==> src/rtl/dcache_controller.sv <==
// Direct-mapped, write-back, write-allocate data cache controller sitting between
// the MEM stage and off-chip data memory; stalls the pipeline while a miss is serviced.
module dcache_controller #(
  parameter int unsigned INDEX_W = 4
) (
  input  logic         clk_i,
  input  logic         rst_i,
  input  logic         cpu_req_i,
  input  logic         cpu_write_i,
  input  logic [31:0]  cpu_addr_i,
  input  logic [31:0]  cpu_data_i,
  output logic [31:0]  cpu_data_o,
  output logic         cpu_stall_o,
  output logic         mem_enable_o,
  output logic         mem_write_o,
  output logic [31:0]  mem_addr_o,
  output logic [255:0] mem_data_o,
  input  logic [255:0] mem_data_i,
  input  logic         mem_ack_i
);

  localparam int unsigned LINES = 2 ** INDEX_W;
  localparam int unsigned TAG_W = 27 - INDEX_W;

  typedef enum logic [1:0] {IDLE, WRITEBACK, REFILL, RESOLVE} state_t;

  state_t             state;
  logic [LINES-1:0]   valid;
  logic [LINES-1:0]   dirty;
  logic [TAG_W-1:0]   tags  [LINES];
  logic [255:0]       lines [LINES];

  logic [INDEX_W-1:0] idx;
  logic [TAG_W-1:0]   tag;
  logic [2:0]         word;
  logic [7:0]         bit_base;
  logic               hit;
  logic               idle_hit;
  logic               unused_byte_sel;

  assign idx             = cpu_addr_i[5+INDEX_W-1:5];
  assign tag             = cpu_addr_i[31:5+INDEX_W];
  assign word            = cpu_addr_i[4:2];
  assign bit_base        = {word, 5'b0};
  assign unused_byte_sel = ^cpu_addr_i[1:0];

  assign hit         = valid[idx] && (tags[idx] == tag);
  assign idle_hit    = (state == IDLE) && hit;
  assign cpu_stall_o = cpu_req_i && !idle_hit;
  assign cpu_data_o  = idle_hit ? lines[idx][bit_base +: 32] : 32'b0;

  // Miss-handling FSM; memory-side outputs follow the state being entered.
  always_ff @(posedge clk_i) begin
    if (rst_i) begin
      state        <= IDLE;
      valid        <= '0;
      dirty        <= '0;
      mem_enable_o <= 1'b0;
      mem_write_o  <= 1'b0;
      mem_addr_o   <= 32'b0;
      mem_data_o   <= 256'b0;
    end else begin
      case (state)
        IDLE: begin
          if (cpu_req_i) begin
            if (hit) begin
              if (cpu_write_i) begin
                lines[idx][bit_base +: 32] <= cpu_data_i;
                dirty[idx]                 <= 1'b1;
              end
            end else if (valid[idx] && dirty[idx]) begin
              state        <= WRITEBACK;
              mem_enable_o <= 1'b1;
              mem_write_o  <= 1'b1;
              mem_addr_o   <= {tags[idx], idx, 5'b0};
              mem_data_o   <= lines[idx];
            end else begin
              state        <= REFILL;
              mem_enable_o <= 1'b1;
              mem_write_o  <= 1'b0;
              mem_addr_o   <= {tag, idx, 5'b0};
            end
          end
        end
        WRITEBACK: begin
          if (mem_ack_i) begin
            state       <= REFILL;
            mem_write_o <= 1'b0;
            mem_addr_o  <= {tag, idx, 5'b0};
          end
        end
        REFILL: begin
          if (mem_ack_i) begin
            lines[idx]   <= mem_data_i;
            tags[idx]    <= tag;
            valid[idx]   <= 1'b1;
            dirty[idx]   <= 1'b0;
            state        <= RESOLVE;
            mem_enable_o <= 1'b0;
          end
        end
        RESOLVE: state <= IDLE;
        default: state <= IDLE;
      endcase
    end
  end

endmodule

==> config.mk <==
export PLATFORM = sky130hd
export DESIGN_NAME = dcache_controller
export DESIGN_NICKNAME = d
export VERILOG_FILES = /design/src/rtl/dcache_controller.sv
export SDC_FILE = /design/constraint.sdc
export NUM_CORES = 2
export LEC_CHECK = 0
export BUFFER_PORTS_ARGS = -buffer_cell sky130_fd_sc_hd__buf_2
export CAP_MARGIN = 20
export CELL_PAD_IN_SITES_DETAIL_PLACEMENT = 0
export CELL_PAD_IN_SITES_GLOBAL_PLACEMENT = 1
export CORE_ASPECT_RATIO = 0.8
export CORE_MARGIN = 2
export CORE_UTILIZATION = 45
export CTS_BUF_LIST = sky130_fd_sc_hd__clkbuf_4
export DETAILED_ROUTE_END_ITERATION = 7
export GPL_TIMING_DRIVEN = 0
export PLACE_DENSITY_LB_ADDON = 0.1
export SLEW_MARGIN = 30
export SYNTH_ARGS = -nofsm -noshare
export SYNTH_HDL_FRONTEND = slang
export SYNTH_MEMORY_MAX_BITS = 65536
export SYNTH_SLANG_ARGS = --single-unit
==> constraint.sdc <==
create_clock -name clk_i -period 14.8 [get_ports clk_i]
set_input_delay 0.74 -clock clk_i [delete_from_list [all_inputs] [get_ports clk_i]]
set_output_delay 0.74 -clock clk_i [all_outputs]
set_load 0.02 [all_outputs]
==> metrics list <==
- The number of cells on the worst reg-to-reg path is 12.
- Maximum resistive drop on vdd: 0.0828 mV
* GRT Util Overall: 32.9%
* Buffers on Ports: 604
- The final layout contains 11,400 nets.
- For this run, the top clock speed supported by timing is 114 MHz.
- Summing all flip-flop and latch instances after layout gives 140,000 um^2.
- After layout, the design draws a total of 28.7 mW.
- Crit share post-route: 59.4%
* Critical register-to-register path startpoint: tags[10][22]$_DFFE_PP_
- Global routing finished with a remaining overflow of 0.
- The detail route stage leaves a number of antenna-violating nets equal to 0.
* Routed wire length per instance: 39.6 um
- Counting instances, the worst hold path has a depth of 4.
- Setup violations remaining at the end of the flow were counted as 0.
* Number of core rows: 211
- Switching pwr: 7.15 mW
- Most used flip-flop cell after synthesis: edfxtp_1
- H-Tree Depth: 7
- The largest single stage delay on the critical path is 770 ps.
- Antenna violations before repair: 119
* Count of final hold-check violations: 0
* Unrepaired setup endpoints after global routing: false
- The critical path crosses 16 cells after its start point.
- During synthesis, Yosys emitted a total of 0 warnings.
- Worst path most repeated cell: buf_2
- In this run, post-CTS repair resized a total of 0 instances.
* Number of iterations in the first detailed-routing pass: 8
- Reg2Reg Setup Slack: 8790 ps
* Core box area: 413,000 um^2
- Max cap viols: 0
* Slew HR: 28.2%
- The tree is rooted in a clkbuf_4.
* Clock period minus final worst setup slack: 8790 ps
- Clock tree skew after final layout: 151 ps
- Number of global-route vias before repair: 105,000
* Arrival @ worst endpoint: 8050 ps
- Global-route wire length before repair: 909 mm
- The largest individual stage delay along the critical path comes from the cell buf_2.
* Largest area contributor in the netlist: edfxtp_1
- Share of cells above drive strength 1: 41.2%
- After layout, the worst setup slack is 6010 ps.
- End point of the most critical hold path: lines[10][6]$_DFFE_PP_
- In this run the worst path has a maximum fanout of 10.
* Launching element of the worst setup path: cpu_addr_i[7]
* Class of the tightest hold or removal check: in -> reg
- The synthesized netlist contains 78 unique library cells.
- In the final layout, the multi-input gates occupy 44,400 um^2.
- In this run, CTS created clock tree buffers numbering 1,265.
* Cell types with the largest area share after synthesis: edfxtp_1 72%, mux4_2 17%, dfxtp_1 3.4%
* Count of boundary I/O pins: 648
* Netlist area before placement: 186,000 um^2
- Synth-to-layout area growth: 21.3%
* Proportion of power drawn by flip-flops and latches: 52.4%
- The number of max-slew violations in the final report came to 0.
- Combinational share of power: 9.0%
* Ratio of routed vias to standard cells: 6.17
- Maximum number of pins on one net before global-route repair: 27
- Setup Slack @ Placement: 6420 ps
* Post-route cell area: 226,000 um^2
- Tightest Pin Transition: 1070 ps
- Clock latency on the worst-skew pair, taken at its later pin, is 1820 ps.
* Async S/R FF share, synth: 0%
* Num Clock Sinks: 4,783
- The cell family contributing the most delay on the critical path is buffers and inverters.
- HPWL after detailed placement: 497 mm
- Data on the critical path is required at its endpoint by 14,060 ps.
- The routed design has 690 mm of wire.
- Result of the run: completed
- In this run switching power makes up 24.9% of total power.
- CTS tree: built
- Starting density of the core: 45.2%
- For this run, the register share of the synthesized area comes to 75.3%.
- Synth Area per Inst: 22.2 um^2
- Crit path cell chain: dlygate4sd3_1, buf_2, buf_2, buf_2, buf_2, buf_2, buf_2, buf_2, a21oi_1, nor4b_1, nand4_1, nor4_2, nand2_1, clkbuf_1, a21oi_1, buf_2
* P_int: 21.6 mW
- Iteration-0 DRC count of the detailed router: 15,800
- In this run the power density over the cells is 127 nW/um^2.
- Total buffers and inverters traversed by the critical path: 10
- Cell count after synthesis: 8,395
- Post-place instance area: 207,000 um^2
* Area enclosed by the die boundary: 420,000 um^2
* Worst min-delay path startpoint: mem_data_i[6]
- Number of enable flip-flop cells after synthesis: 4,464
* Crit path kind: in -> out
- Number of fillers in the final layout: 32,100
- In this run the deepest clock path goes through 5 buffers.
- The endpoint identified for the worst register-to-register timing path is lines[8][65]$_DFFE_PP_.
- Summed over all cells, the static leakage comes to 78.4 nW.
- Yosys reg bits: 4,783
- Clock input transition at the sequential cells of the worst setup and hold paths: 70 ps
* Summed negative setup slack over all endpoints: 0 ps
* Vertical die dimension: 580 um
- Summed over its instances, the top area cell type makes up 71.9% of the synthesized netlist area.
- Per report_power, the clock group accounts for 38.6% of the total.
* Overall die width: 724 um
* Endpoint class of the critical path: output pin
- Routability cong.: 0.913
* DRC violations left: 0
* Type of element launching the critical path: primary input
- Count of vias placed by the detailed router: 107,000
-- synth_stat cells (11+ instances only) --
cell type / n
a211oi_1: 27
a21o_1: 17
a21oi_1: 55
a22o_1: 229
a31oi_1: 18
and2_1: 17
buf_1: 83
buf_12: 24
buf_2: 116
buf_4: 18
buf_6: 15
clkbuf_1: 278
dfxtp_1: 319
edfxtp_1: 4464
inv_1: 22
mux2_2: 28
mux2i_1: 333
mux4_2: 1437
nand2_1: 181
nand2b_1: 11
nand3_1: 17
nor2_1: 465
o21ai_0: 41
o22ai_1: 12
xnor2_1: 14
-- worst max-delay path by stage --
stage	to	slack, ps
2_1_floorplan	lines[10][100]$_DFFE_PP_	9480
3_3_place_gp	lines[7][100]$_DFFE_PP_	3450
3_5_place_dp	cpu_data_o[19]	6420
4_1_cts	cpu_data_o[19]	5870
5_1_grt	cpu_data_o[19]	5980
6_report	cpu_data_o[29]	6010
-- through the flow --
stage	utilization [%]	std cells	hold slack (ps)
final	54.8	17400	123
after global routing	54.8	17400	26.7
after global placement	47.6	14500	429
after CTS	54.7	17300	0.278
after floorplan	-	8399	421
after detailed placement	50.2	14900	436
-- layer usage --
layer,global-route usage [%],share of wire [%],vias up
li1,-,-,41600
met1,44.8,38,57400
met2,48.5,45,7258
met3,9.73,12,1206
met4,16.7,5.0,18
met5,0,0.018,-
-- cell usage in the layout, fill, tap and decap left out, types with 10 or more instances in the layout --
master and count:
edfxtp_1 4464, clkbuf_4 1806, mux4_2 1437, buf_2 777, dlygate4sd3_1 397, mux2i_1 333
nor2_1 332, dfxtp_1 319, buf_16 265, a22o_1 229, clkinv_1 179, clkbuf_1 175
nand2_1 169, nor2_4 128, buf_12 112, clkbuf_2 103, diode_2 66, a21oi_1 52
mux2_2 28, a211oi_1 27, buf_1 26, o21ai_2 26, buf_4 23, inv_1 22
inv_2 21, buf_6 17, buf_8 17, a31oi_1 17, a21o_1 17, clkinv_2 17
xnor2_1 14, nand3_1 13, o22ai_1 12, and2_4 12, nand2b_1 11, bufinv_16 11
nand2_4 10, a211oi_2 10
-- state kept, by name (all words and copies together) (netlist names), named ones only --
signal	count
valid	16
lines	4096
mem_write_o	1
mem_enable_o	1
mem_addr_o	27
state	2
mem_data_o	256
tags	368
-- kinds of logic (layout without fill, tap and decap cells) --
kind of cell,count (synthesis),count (layout),synth area share (%)
and+or+nand+nor,750,750,1.67
muxes,1799,1799,19.3
buffers and inverters,565,3968,1.56
other,1,71,0.00201
AOI/OAI and AO/OA,466,466,1.96
adders and majority gates,8,8,0.0537
xor gates and xnor gates,23,23,0.108
DFF,4783,4783,75.3
-- cell type report --
type	count	area share, %
multi-input combinational	3051	19.7
buffer	542	1.34
tap	5538	3.07
sequential	4783	62.1
clock inverter	227	0.514
antenna	66	0.0731
inverter	23	0.0382
timing repair buffer	1372	7.20
clock buffer	1804	5.99
-- power by group through the flow --
stage                     combinational (mW)  sequential [mW]  clock [mW]
final                                   2.59             15.1        11.1
after global routing                    2.65             15.1        11.9
after CTS                               2.55             15.1        11.2
after detailed placement                2.46             15.3           0
after global placement                  2.28             15.3           0
after floorplan                         1.12             15.4           0
-- tightest hold or removal path, stage by stage --
cell and delay, ps:
dlygate4sd3_1 520, buf_2 100, nand2_1 70, o21ai_2 250
-- timing repair --
action,in CTS,in global routing
hold buffers,397,0
endpoints found under the setup margin,0,0
endpoints found under the hold margin,4846,0
buffers inserted,0,0
No activity file was read; power rests on OpenSTA's default activity.
